### src/rtl/regfile_pkg.sv
// Shared types and defaults for the multi-port register file.
package regfile_pkg;

    typedef enum logic {
        IDLE  = 1'b0,
        CLEAR = 1'b1
    } state_t;

    localparam int DEF_WIDTH = 8;
    localparam int DEF_DEPTH = 8;

endpackage

### src/rtl/regfile_read_port.sv
// One combinational read port: range check, zero-entry masking and
// same-cycle write/clear forwarding.
module regfile_read_port
    import regfile_pkg::*;
#(
    parameter int WIDTH     = DEF_WIDTH,
    parameter int DEPTH     = DEF_DEPTH,
    parameter int BYPASS    = 1,
    parameter int ZERO_REG0 = 0,
    parameter int AW        = $clog2(DEPTH)
) (
    input  logic [WIDTH-1:0] mem [DEPTH],
    input  logic [AW-1:0]    raddr,
    input  logic             byp_en,
    input  logic             we,
    input  logic             clr,
    input  logic [AW-1:0]    waddr,
    input  logic [WIDTH-1:0] wdata,
    output logic [WIDTH-1:0] rdata
);

    localparam logic [AW:0] DEPTH_L = (AW+1)'(DEPTH);

    logic in_range;
    logic is_zero;
    logic fwd_hit;

    always_comb begin
        in_range = ({1'b0, raddr} < DEPTH_L);
        is_zero  = (ZERO_REG0 != 0) && (raddr == '0);
        fwd_hit  = (BYPASS != 0) && byp_en && (raddr == waddr);
        rdata    = '0;
        if (in_range && !is_zero) begin
            if (fwd_hit && clr) begin
                rdata = '0;
            end else if (fwd_hit && we) begin
                rdata = wdata;
            end else begin
                rdata = mem[raddr];
            end
        end
    end

endmodule

### src/rtl/regfile_mp.sv
// Parametrised register file: two combinational read ports, single
// write/clear port and a one-entry-per-cycle clear-all sweep.
module regfile_mp
    import regfile_pkg::*;
#(
    parameter int WIDTH     = DEF_WIDTH,
    parameter int DEPTH     = DEF_DEPTH,
    parameter int BYPASS    = 1,
    parameter int ZERO_REG0 = 0,
    localparam int AW       = $clog2(DEPTH)
) (
    input  logic             clk,
    input  logic             reset_n,
    input  logic             we,
    input  logic [AW-1:0]    waddr,
    input  logic [WIDTH-1:0] wdata,
    input  logic             clr,
    input  logic             clr_all,
    input  logic [AW-1:0]    raddr_a,
    output logic [WIDTH-1:0] rdata_a,
    input  logic [AW-1:0]    raddr_b,
    output logic [WIDTH-1:0] rdata_b,
    output logic             busy
);

    localparam logic [AW-1:0] LAST = AW'(DEPTH - 1);

    state_t           state_reg;
    logic [AW-1:0]    clr_ptr_reg;
    logic [WIDTH-1:0] mem_reg [DEPTH];
    logic [DEPTH-1:0] ent_we;
    logic [DEPTH-1:0] ent_zero;
    logic             byp_en;

    // Per-entry write decode; waddr values beyond DEPTH never match an entry.
    genvar gi;
    generate
        for (gi = 0; gi < DEPTH; gi++) begin : g_entry
            localparam logic [AW-1:0] IDX = AW'(gi);
            logic sweep_hit;
            logic wr_hit;
            assign sweep_hit = (state_reg == CLEAR) && (clr_ptr_reg == IDX);
            assign wr_hit    = (state_reg == IDLE) && !clr_all && (waddr == IDX) && (we || clr);
            if (ZERO_REG0 != 0 && gi == 0) begin : g_hard_zero
                assign ent_we[gi]   = 1'b0;
                assign ent_zero[gi] = 1'b1;
            end else begin : g_normal
                assign ent_we[gi]   = sweep_hit || wr_hit;
                assign ent_zero[gi] = sweep_hit || clr;
            end
        end
    endgenerate

    always_ff @(posedge clk or negedge reset_n) begin
        if (!reset_n) begin
            for (int i = 0; i < DEPTH; i++) begin
                mem_reg[i] <= '0;
            end
        end else begin
            for (int i = 0; i < DEPTH; i++) begin
                if (ent_we[i]) begin
                    mem_reg[i] <= ent_zero[i] ? '0 : wdata;
                end
            end
        end
    end

    always_ff @(posedge clk or negedge reset_n) begin
        if (!reset_n) begin
            state_reg   <= IDLE;
            clr_ptr_reg <= '0;
        end else begin
            case (state_reg)
                IDLE: begin
                    clr_ptr_reg <= '0;
                    if (clr_all) begin
                        state_reg <= CLEAR;
                    end
                end
                CLEAR: begin
                    if (clr_ptr_reg == LAST) begin
                        state_reg   <= IDLE;
                        clr_ptr_reg <= '0;
                    end else begin
                        clr_ptr_reg <= clr_ptr_reg + 1'b1;
                    end
                end
                default: begin
                    state_reg   <= IDLE;
                    clr_ptr_reg <= '0;
                end
            endcase
        end
    end

    assign busy   = (state_reg == CLEAR);
    assign byp_en = (state_reg == IDLE) && !clr_all;

    regfile_read_port #(
        .WIDTH(WIDTH), .DEPTH(DEPTH), .BYPASS(BYPASS), .ZERO_REG0(ZERO_REG0), .AW(AW)
    ) u_port_a (
        .mem(mem_reg), .raddr(raddr_a), .byp_en(byp_en), .we(we), .clr(clr),
        .waddr(waddr), .wdata(wdata), .rdata(rdata_a)
    );

    regfile_read_port #(
        .WIDTH(WIDTH), .DEPTH(DEPTH), .BYPASS(BYPASS), .ZERO_REG0(ZERO_REG0), .AW(AW)
    ) u_port_b (
        .mem(mem_reg), .raddr(raddr_b), .byp_en(byp_en), .we(we), .clr(clr),
        .waddr(waddr), .wdata(wdata), .rdata(rdata_b)
    );

endmodule

### config.mk
export PLATFORM = sky130hd
export DESIGN_NAME = regfile_mp
export DESIGN_NICKNAME = d
export VERILOG_FILES = /design/src/rtl/regfile_pkg.sv /design/src/rtl/regfile_read_port.sv /design/src/rtl/regfile_mp.sv
export SDC_FILE = /design/constraint.sdc
export NUM_CORES = 1
export LEC_CHECK = 0
export ABC_AREA = 1
export CORE_MARGIN = 4
export CORE_UTILIZATION = 30
export CTS_BUF_LIST = sky130_fd_sc_hd__clkbuf_16
export DETAILED_ROUTE_END_ITERATION = 8
export GPL_TIMING_DRIVEN = 0
export PLACE_DENSITY = 0.45
export SLEW_MARGIN = 20
export SYNTH_ARGS = -nofsm -noshare
export SYNTH_HDL_FRONTEND = slang
export SYNTH_SLANG_ARGS = --single-unit
export TNS_END_PERCENT = 10
### constraint.sdc
create_clock -name clk -period 3.1 [get_ports clk]
set_clock_uncertainty 0.05 [all_clocks]
set_input_delay 0.62 -clock clk [delete_from_list [all_inputs] [get_ports clk]]
set_output_delay 0.62 -clock clk [all_outputs]
set_load 0.01 [all_outputs]
# Yosys cells after proc, flatten, opt, wreduce, memory -nomap -nowiden
# Index checks and enable logic that the tools add are counted.
# W data, S select, Z words.
# word_totals
regBits,68
out_inout_bits,17
wordCells,106
# classes
n_addsub,1
magnitude_cmp,2
eq_ne,16
mux,23
bitwise,3
reduce_logical,51
# ops
cell,n
$mux W8,16
$bmux W8 S3,2
$logic_and A1 B1 Y1,31
$eq A3 B3 Y1 const B,8
$logic_or A1 B1 Y1,17
$eq A3 B2 Y1 const B,4
$ge A4 B4 Y1 const B,2
$not A3 Y4,2
$eq A3 B1 Y1 const B,2
$eq A3 B3 Y1,2
$logic_not A3 Y1,2
$pmux W3 S2,1
$add A3 B1 Y3 const B,1
$mux W3,1
$mux W1,2
$pmux W1 S2,1
$logic_not A1 Y1,1
$not A1 Y1,1

# Depth between registers and ports, before layout
# Gate-level depths: netlist of run 1.
# depth
word_depth,6
mapped_depth,11
ltp_nobuf,9

# By module
# From an unflattened synthesis of run 1, not the netlist that was laid out.
# hier_totals
hier_cells,780
area_unflattened_um2,5108.6
# modules_own_cells
mod,n_inst,cells_each,area_per_inst_um2
regfile_mp,1,354,3171.8
regfile_read_port,2,213,968.4

# Least setup slack after synthesis of run 1
# No wires, ideal clock.
# synth_timing
kind,input -> output
start,in raddr_b[1]
end,out rdata_b[1]
arrival_ps,1612
required_ps,2430
slack_ps,818
path_stages,9
path_buffers,1
cell_sequence,buf_2 inv_2 nand2_1 nand2_1 nor2_4 nand3_2 nand2_1 inv_1 nor2_1
# synth_via
elab_chain_len,6
# synth_rtl
element,line,rtl
"start, declared",regfile_mp.sv:21,"input logic [AW-1:0] raddr_b,"
$not A3 Y4 (not written as such),regfile_read_port.sv:39,rdata = mem[raddr];
$bmux W8 S3,regfile_read_port.sv:39,
$mux W8 (not written as such) (2 in a row),regfile_read_port.sv:39,
$mux W8,regfile_read_port.sv:36,end else if (fwd_hit && we) begin
$mux W8 *,regfile_read_port.sv:34,if (fwd_hit && clr) begin
"end, declared",regfile_mp.sv:22,"output logic [WIDTH-1:0] rdata_b,"
# Every way passes the cells marked *; elsewhere a longest branch is shown, timed or not. The select of a mux whose other input is x is not followed.

# Worst setup path in the final report of run 1
# layout_timing
start,in wdata[5]
end,out rdata_a[5]
# layout_via
elab_chain_len,2
# layout_rtl
element,line,rtl
"start, declared",regfile_mp.sv:16,"input logic [WIDTH-1:0] wdata,"
$mux W8,regfile_read_port.sv:36,
$mux W8,regfile_read_port.sv:34,
"end, declared",regfile_mp.sv:20,"output logic [WIDTH-1:0] rdata_a,"
# Every way passes these cells.

==> results.py, run 1 <==
metrics = {
    "outcome": {
        "status": "finished, violations left",
        "violations": "setup timing",
    },
    "grt": {
        "grt_pass1_wl_mm": 27.0,
        "track_usage_pct": 21.7,
        "grt_max_degree": 49,
        "grt_pass1_vias": 4723,
        "grt.overflow.total": 0,
        "grt_antenna_before_repair": 1,
    },
    "logic_synthesis": {
        "muxShareOfSynthArea_pct": 0,
        "syn-cell-area_um2": 4450,
        "synthCells": 672,
        "synth.distinct_cells": 22,
        "ys_seq_area_share_pct": 38.2,
        "synth_top_family_by_area": "simple AND/OR/NAND/NOR gates",
        "yosys.area.top_type": "dfrtp_1",
        "synthXorXnorAreaFrac_pct": 0,
        "syn_avg_cell_area_um2": 6.62,
        "synth_seq_cells": 68,
        "syn-num-nets": 700,
        "synth_adder_area_share_pct": 1.69,
        "ys_top_cells_by_area": "dfrtp_1, nand2_1, nand3_1",
        "synth_compound_area_share_pct": 10.6,
        "synth-simple-area-share_pct": 39.3,
        "synth_top_area_share_pct": 38.2,
        "ys_warn_count": 0,
    },
    "worst_setup_path": {
        "start_kind": "input pin",
        "r2r_start": "clr_ptr_reg[0]",
        "r2r-end": "mem_reg[0]",
        "reg2regPathDepth": 5,
        "cp.arrival_ns": 2.43,
        "cp-end-kind": "output pin",
        "cp_max_fo": 10,
        "worstSetupPathType": "in2out",
        "worst-endpoint-required_ns": 2.43,
        "rrSetupSlack_ns": 1.21,
    },
    "sta": {
        "maxSlewHeadroom_pct": 52.7,
        "max_freq_mhz": 322,
        "period_needed_ns": 3.10,
        "finalHoldViolCount": 0,
        "worst_pin_slew_ns": 0.709,
        "worst_slack_ns": -0.00402,
        "rsz0062_at_grt": "yes",
        "setup_violations": 1,
        "maxSlewViolCount": 0,
        "fin_crit_sh_pct": 100,
    },
    "clock_tree": {
        "cts.clk_slew.worst_paths_ns": 0.06,
        "hold_buffers": 0,
        "max-clock-path-buffers": 2,
        "cts_tree": "built",
        "cts_root_buf": "clkbuf_16",
        "clock_sinks": 68,
        "h-tree-depth": 3,
        "clkLatencyLatePin_ns": 0.34,
        "cts_made_buffers": 9,
    },
    "power_and_ir_drop": {
        "ir_worst_vdd_v": 0.000258,
        "power.leakage_nw": 2.59,
        "internal-power_mw": 1.91,
        "p_comb_share_pct": 31.1,
        "seqPwrFrac_pct": 35.6,
        "powerDensity_nw_per_um2": 560,
        "switching_share_pct": 37.0,
        "p_sw_mw": 1.12,
        "clkPwrFrac_pct": 33.4,
    },
    "layout": {
        "drive_gt1_share_pct": 10.2,
        "largest_reg_flops": 64,
        "final_area_um2": 5400,
        "final_nets": 750,
        "antenna-diode-count": 0,
        "area_delta_synth_final_pct": 21.3,
    },
    "detailed_routing": {
        "dr.pass1.iters": 5,
        "ant_nets": 0,
        "drtIter0Drc": 472,
        "drc": 0,
        "wl_per_cell_um": 19.2,
        "vias_per_cell": 5.24,
        "vias": 4774,
        "totalWireLength_mm": 17.5,
    },
    "placement": {
        "gp_congestion": 0.896,
        "io_buffers": 32,
        "dp_worst_setup_slack_ns": -0.527,
        "place_area_um2": 5030,
        "hpwl_mm": 12.5,
    },
    "floorplanning": {
        "core_um2": 14500,
        "start_util_pct": 30.6,
        "die_y_um": 130,
        "ios": 39,
        "die_w_um": 130,
        "dieArea_um2": 16900,
        "rows": 44,
    },
    "worst_hold_path": {
        "hp-class": "in2async",
    },
    "run": {
        "maxCapViolCount": 0,
    },
}
-- cell usage in the layout, fill, tap and decap left out, types with 2 or more instances in the layout --
cell type	instances
nand2_1	260
nand3_2	4
a21oi_1	3
clkbuf_16	9
o21ai_2	6
nand2_2	3
clkinv_1	11
nor2_4	5
clkdlybuf4s50_1	17
nor2_1	30
inv_1	72
nor3_1	3
dfrtp_1	68
ha_1	6
nand3_4	3
buf_2	13
dlymetal6s2s_1	3
clkbuf_1	3
o21ai_0	17
inv_2	10
a31oi_1	3
o22ai_1	48
clkbuf_4	2
nand4_1	18
clkbuf_2	4
nand3_1	79
dlygate4sd2_1	11
buf_4	9
clkinv_2	2
-- power groups by stage --
| stage | logic (mW) | clock network [mW] | registers (mW) |
|---|---|---|---|
| floorplan | 0.563 | 0 | 1.07 |
| global placement | 0.904 | 0 | 1.09 |
| detailed placement | 0.924 | 0 | 1.09 |
| CTS | 0.936 | 1.04 | 1.08 |
| global route | 1.04 | 1.06 | 1.09 |
| finish | 0.940 | 1.01 | 1.08 |
-- worst max-delay path by stage --
| stage | slack, ns | endpoint | startpoint |
|---|---|---|---|
| floorplan | 0.82 | rdata_b[1] | raddr_b[1] |
| global placement | -1.20 | clr_ptr_reg[2] | reset_n |
| detailed placement | -0.53 | rdata_a[1] | waddr[0] |
| CTS | -0.10 | rdata_b[1] | clr_all |
| global route | -0.1 | rdata_a[5] | raddr_a[0] |
| finish | -0.004 | rdata_a[5] | wdata[5] |
-- logic make-up after synthesis --
kind of cell / Yosys count
AOI/OAI and AO/OA: 77
and+or+nand+nor: 406
DFF: 68
buffers and inverters: 115
adders and majority gates: 6
-- cells in the mapped netlist --
library cell  instances
nor2_1               32
o22ai_1              48
o21ai_0              17
inv_1                71
nand4_1              18
nand2_2               1
buf_1                 3
a31oi_1               3
a21oi_1               3
buf_2                13
dfrtp_1              68
nand2_1             262
buf_4                 2
clkbuf_1              7
nor2_4                4
ha_1                  6
o21ai_2               6
nand3_1              79
nor3_1                3
clkinv_1              9
nand3_2               7
inv_2                10
-- layer usage --
| layer | track usage (%) | up-vias | routed length [um] |
|---|---|---|---|
| li1 | - | 2277 | - |
| met1 | 29.8 | 2289 | 7890 |
| met2 | 34.7 | 183 | 8120 |
| met3 | 3.60 | 23 | 1160 |
| met4 | 7.40 | 2 | 295 |
| met5 | 0 | - | 9 |
-- critical path: stages --
cell and delay (ns):
clkdlybuf4s50_1 0.46, clkinv_1 0.39, nand4_1 0.24, nand2_1 0.07, nor2_1 0.11, clkdlybuf4s50_1 0.54
-- area by class of cell --
cell class / instances / area (um2)
fill: 1596 / 9130
multi-input combinational: 489 / 2330
sequential: 68 / 1700
timing repair buffer: 39 / 384
inverter: 90 / 338
tap: 184 / 230
clock buffer: 9 / 225
buffer: 25 / 130
clock inverter: 7 / 58.8
-- metrics by stage --
step	total power [mW]	hold WS, ns	setup TNS [ns]	std cells	utilization (%)
floorplan	1.63	0.274	0	672	-
global placement	1.99	0.439	-87.21	888	34.4
detailed placement	2.01	0.446	-6.65	889	34.6
CTS	3.05	0.125	-0.484	911	36.9
global route	3.20	0.136	-0.410	911	37.2
finish	3.03	0.118	-0.00402	911	37.2
-- what timing repair did --
item	CTS	global route
pin swaps	5	1
buffers inserted	6	0
setup endpoints to repair	16	13
resized for setup	20	11
(Power assumes the default switching activity.)
==> inputs of run 2 (changes only) <==
- ABC_AREA: 1 -> unset
==> run 2 against run 1 <==
The flow still finishes with violations (setup timing). Sequential share of layout area increased by 3.7 points. Combinational power decreased by 22%. Core utilization increased by 0.88 points. Via count decreased by 39%. Hold slack improved by 0.0097 ns. Critical path type unchanged. Critical endpoint is now rdata_b[1]. Highest routed layer is now met4.
==> results.py, run 2 <==
metrics = {
    "outcome": {
        "status": "finished, violations left",
        "violations": "setup timing",
    },
    "logic_synthesis": {
        "muxShareOfSynthArea_pct": 22.4,
        "syn-num-nets": 327,
        "synth_top_area_share_pct": 43.3,
        "synth_async_sr_flop_share_pct": 100,
        "syn_avg_cell_area_um2": 13.1,
        "synth_ff_type": "dfrtp_1",
        "synth_edf_count": 0,
        "synth_top_family_by_area": "multiplexers",
        "synth_seq_cells": 68,
        "syn-cell-area_um2": 3930,
        "ys_warn_count": 0,
        "synth-simple-area-share_pct": 8.50,
        "ys_top_cells_by_area": "dfrtp_1, mux4_2, a22o_1",
        "synthCells": 299,
        "ys_top_cells_by_count": "dfrtp_1, a22o_1, mux4_2, nor2_1",
        "synth.distinct_cells": 33,
        "ys_seq_area_share_pct": 43.3,
        "synthXorXnorAreaFrac_pct": 1.34,
        "synth_adder_area_share_pct": 1.91,
        "yosys.area.top_type": "dfrtp_1",
        "synth_compound_area_share_pct": 19.5,
        "yosysMostFrequentCell": "dfrtp_1",
    },
    "layout": {
        "final_cell_mix": "dfrtp_1, a22o_1, mux4_2",
        "final_common_cell": "dfrtp_1",
        "largest_reg_flops": 64,
        "area_delta_synth_final_pct": 23.1,
        "antenna-diode-count": 0,
        "drive_gt1_share_pct": 26.0,
        "fin_cells": 514,
        "final_nets": 365,
        "final_area_um2": 4840,
    },
    "worst_setup_path": {
        "worstSetupPathType": "in2out",
        "reg2regPathDepth": 3,
        "cp-end-kind": "output pin",
        "cp_max_fo": 10,
        "r2r_start": "busy",
        "rrSetupSlack_ns": 0.81,
        "r2r-end": "mem_reg[39]",
        "cp.arrival_ns": 2.45,
        "crit_start": "clr_all",
        "start_kind": "input pin",
        "worst-endpoint-required_ns": 2.43,
    },
    "sta": {
        "finalHoldViolCount": 0,
        "rsz0062_at_grt": "yes",
        "worst_pin_slew_ns": 1.11,
        "period_needed_ns": 3.12,
        "whs_ns": 0.128,
        "setup_violations": 1,
        "worst_slack_ns": -0.0167,
        "maxSlewHeadroom_pct": 26.3,
        "maxSlewViolCount": 0,
        "max_freq_mhz": 321,
        "fin_crit_sh_pct": 101,
    },
    "floorplanning": {
        "ios": 39,
        "dieArea_um2": 15000,
        "start_util_pct": 30.9,
        "die_w_um": 122,
        "rows": 41,
        "die_y_um": 122,
        "core_um2": 12700,
    },
    "placement": {
        "io_buffers": 24,
        "dp_cells": 496,
        "place_area_um2": 4410,
        "gp_congestion": 0.823,
        "dp_worst_setup_slack_ns": -0.824,
        "hpwl_mm": 8.42,
    },
    "detailed_routing": {
        "vias_per_cell": 5.67,
        "wl_per_cell_um": 24.0,
        "dr.pass1.iters": 4,
        "vias": 2915,
        "drtIter0Drc": 156,
        "drc": 0,
        "totalWireLength_mm": 12.4,
        "ant_nets": 0,
    },
    "clock_tree": {
        "cts_tree": "built",
        "max-clock-path-buffers": 2,
        "cts_root_buf": "clkbuf_16",
        "h-tree-depth": 3,
        "clock_sinks": 68,
        "cts_made_buffers": 9,
        "clkLatencyLatePin_ns": 0.33,
        "cts.clk_slew.worst_paths_ns": 0.06,
        "hold_buffers": 0,
    },
    "power_and_ir_drop": {
        "powerDensity_nw_per_um2": 623,
        "power.leakage_nw": 2.13,
        "ir_worst_vdd_v": 0.000306,
    },
    "grt": {
        "top_usage_layer": "met2",
        "grtUsageMet1_pct": 23.7,
        "grt_pass1_wl_mm": 19.0,
        "grt_pass1_vias": 3104,
        "grtUsageMet3_pct": 4.52,
        "track_usage_pct": 17.4,
        "grt_max_degree": 48,
        "met2_usage_pct": 27.6,
        "grt_antenna_before_repair": 0,
        "grt.overflow.total": 0,
    },
    "run": {
        "maxCapViolCount": 0,
    },
    "worst_hold_path": {
        "hp-class": "in2async",
    },
}
## run 2: cell count changes after synthesis, moves of 8 or more
cell and delta:
a22o_1 +64, o21ai_0 -16, inv_1 -67, a211oi_1 +16
o22ai_1 -48, inv_2 -10, mux4_2 +32, nor2_1 -8
mux2i_1 +16, nand2_1 -259, nand3_1 -77, nand4_1 -16
clkinv_1 -9
## run 2: cell families (layout without fill, tap and decap cells)
| family | count (synthesis) | in the layout |
|---|---|---|
| compound gates | 91 | 91 |
| xor+xnor | 6 | 6 |
| fa+ha+maj | 6 | 6 |
| buf+inv | 27 | 70 |
| flops | 68 | 68 |
| mux | 48 | 48 |
| simple gates | 53 | 53 |
## run 2: repair_timing
action	4_1_cts	5_1_grt
hold endpoints to repair	0	0
setup buffers	2	0
pin swaps	2	0
gates resized for setup	36	17
setup endpoints to repair	16	15
## run 2: layer usage
layer / wire [um] / share of wire (%) / vias up
met5: 0 / 0 / -
met4: 251 / 2.0 / 0
met3: 799 / 6.5 / 23
met2: 5780 / 47 / 94
met1: 5530 / 45 / 1520
li1: - / - / 1278
## run 2: cell type report
cell class | instances | area (um2)
plain buffers | 23 | 129
clock inverters | 7 | 115
flip-flops and latches | 68 | 1700
inverters | 4 | 15.0
clock buffers | 9 | 225
repair buffers | 27 | 260
multi-input cells | 204 | 2180
well taps | 172 | 215
fillers | 1281 | 7880
## run 2: per-stage QoR
| stage | total power [mW] | utilization (%) | TNS, ns |
|---|---|---|---|
| after floorplan | 1.55 | - | 0 |
| after global placement | 1.83 | 34.5 | -90.04 |
| after detailed placement | 1.84 | 34.7 | -10.38 |
| after CTS | 3.04 | 37.9 | -0.250 |
| after global routing | 3.15 | 38.0 | -0.137 |
| final | 3.01 | 38.0 | -0.0167 |
## run 2: where the power goes
part	internal (mW)	total [mW]	switching, mW
combinational	0.303	0.730	0.427
clock	0.783	1.19	0.404
sequential	1.00	1.10	0.0944
## run 2: worst max path at each step
| stage | endpoint | slack [ns] | depth (start not counted) |
|---|---|---|---|
| after detailed placement | rdata_a[7] | -0.82 | 7 |
| after global routing | rdata_b[1] | -0.06 | 6 |
| after CTS | rdata_a[1] | -0.25 | 7 |
| after floorplan | rdata_a[3] | 0.59 | 5 |
| after global placement | clr_ptr_reg[2] | -1.18 | 1 |
| final | rdata_b[1] | -0.02 | 6 |
## run 2: worst max-delay path: stages
cell and delay [ns]:
clkdlybuf4s50_1 0.49, nor3b_4 0.28, nand4_1 0.19, buf_4 0.23, a211oi_2 0.31, dlygate4sd2_1 0.32
==> inputs of run 3 (changes only) <==
- CORE_UTILIZATION: 30 -> 51
- PLACE_DENSITY: 0.45 -> 0.71
==> run 3 against run 2 <==
The flow still finishes with violations (setup timing). Global-route usage rose by 7.8 points. Largest power group is now sequential cells. Final cell count decreased by 14%. Highest routed layer unchanged. Combinational power fell by 3.3%. Final area shrank 3.5%. Critical path depth up 1. Register-to-register slack better by 0.10 ns. Total power is 6.5% lower. Sequential cell count is the same. Fmax grew 0.43%.
==> results.py, run 3 (synthesis results as in run 2) <==
metrics = {
    "layout": {
        "final_nets": 365,
        "area_delta_synth_final_pct": 18.7,
        "final_common_cell": "dfrtp_1",
        "antenna-diode-count": 0,
        "drive_gt1_share_pct": 24.9,
        "final_cell_mix": "dfrtp_1, a22o_1, mux4_2",
        "largest_reg_flops": 64,
        "finalCoreUtilization_pct": 63.3,
    },
    "floorplanning": {
        "dieArea_um2": 9180,
        "die_w_um": 95.8,
        "start_util_pct": 53.3,
        "core_um2": 7370,
        "rows": 31,
        "die_y_um": 95.8,
        "ios": 39,
    },
    "power_and_ir_drop": {
        "powerDensity_nw_per_um2": 603,
        "power.leakage_nw": 2.10,
        "ir_worst_vdd_v": 0.000429,
    },
    "worst_setup_path": {
        "cp_slowest_stage_delay_ns": 0.56,
        "cp-end-kind": "output pin",
        "crit_chain": "clkdlybuf4s50_1 > buf_6 > xnor2_1 > nand4_1 > buf_4 > a211oi_1 > dlygate4sd2_1",
        "worst-endpoint-required_ns": 2.43,
        "start_kind": "input pin",
        "cp_max_fo": 10,
        "cp.arrival_ns": 2.43,
        "worstSetupPathType": "in2out",
        "crit_slowest_cell": "clkdlybuf4s50_1",
    },
    "detailed_routing": {
        "drc": 0,
        "ant_nets": 0,
        "vias": 2992,
        "totalWireLength_mm": 10.9,
        "dr.pass1.iters": 4,
        "vias_per_cell": 6.78,
        "wl_per_cell_um": 24.7,
        "drtIter0Drc": 319,
    },
    "grt": {
        "grt.overflow.total": 0,
        "track_usage_pct": 25.2,
        "grt_pass1_wl_mm": 16.8,
        "grt_max_degree": 59,
        "grt_antenna_before_repair": 0,
        "grt_pass1_vias": 3047,
    },
    "clock_tree": {
        "max-clock-path-buffers": 2,
        "h-tree-depth": 3,
        "clock_sinks": 68,
        "cts_tree": "built",
        "cts.clk_slew.worst_paths_ns": 0.06,
        "cts_made_buffers": 9,
        "clkLatencyLatePin_ns": 0.33,
        "cts_root_buf": "clkbuf_16",
    },
    "placement": {
        "dp_worst_setup_slack_ns": -0.662,
        "gp_congestion": 0.854,
        "io_buffers": 24,
        "hpwl_mm": 7.42,
    },
    "run": {
        "maxCapViolCount": 0,
    },
    "sta": {
        "maxSlewHeadroom_pct": 32.6,
        "rsz0062_at_grt": "yes",
        "period_needed_ns": 3.10,
        "max_freq_mhz": 322,
        "worst_pin_slew_ns": 1.01,
        "finalHoldViolCount": 0,
        "maxSlewViolCount": 0,
        "fin_crit_sh_pct": 100,
        "setup_violations": 1,
        "worst_slack_ns": -0.00347,
    },
    "worst_hold_path": {
        "hp-class": "in2async",
    },
    "outcome": {
        "violations": "setup timing",
        "status": "finished, violations left",
    },
}
[run 3: critical path, delay by kind of cell]
kind                      cells  cell delay [ns]
buffers and inverters         4             1.26
AOI/OAI and AO/OA             1             0.24
xor gates and xnor gates      1             0.15
and+or+nand+nor               1             0.15
[run 3: repair_timing]
item,CTS,global route
pin swaps,2,0
setup endpoints to repair,16,9
hold endpoints to repair,0,0
hold buffers,0,0
gates resized for setup,30,11
setup buffers,2,0
[run 3: per-layer routing]
| metal | GRT usage [%] | up-vias | part of all wire [%] |
|---|---|---|---|
| met2 | 40.2 | 148 | 48 |
| li1 | - | 1286 | - |
| met5 | 0 | - | 0 |
| met1 | 34.0 | 1529 | 41 |
| met4 | 10.2 | 0 | 3.2 |
| met3 | 5.00 | 29 | 7.6 |
[run 3: report_power, final]
group          switching [mW]  internal (mW)
combinational           0.408          0.298
clock                   0.393          0.618
sequential             0.0988           1.00
[run 3: cell type report]
| cell class | count | area (um2) |
|---|---|---|
| Timing Repair Buffer | 27 | 256 |
| Buffer | 23 | 123 |
| Inverter | 4 | 15.0 |
| Sequential cell | 68 | 1700 |
| Multi-Input combinational cell | 204 | 2150 |
| Tap cell | 99 | 124 |
| Fill cell | 594 | 2700 |
| Clock inverter | 7 | 67.6 |
| Clock buffer | 9 | 225 |
[run 3: worst paths after layout]
check                          startpoint        endpoint  slack (ns)  depth (start not counted)
hold / removal                    reset_n     mem_reg[61]        0.07                          1
min in group clk           clr_ptr_reg[0]  clr_ptr_reg[0]        0.44                          1
hold reg to reg            clr_ptr_reg[0]  clr_ptr_reg[0]        0.44                          1
setup / recovery                 waddr[0]      rdata_a[6]      -0.003                          7
setup reg to reg                     busy     mem_reg[34]        0.91                          3
max in group asynchronous         reset_n     mem_reg[19]        2.41                          2
[run 3: per-stage QoR]
stage                     hold slack, ns  total power, mW  instances  cell area (um2)  setup TNS (ns)
after floorplan                    0.274             1.55        299             3930               0
after global placement             0.426             1.79        422             4300          -72.45
after detailed placement           0.428             1.82        423             4320           -8.26
after CTS                         0.0770             2.82        441             4660          -0.202
after global routing              0.0802             2.93        441             4670          -0.124
final                             0.0702             2.82        441             4670        -0.00347
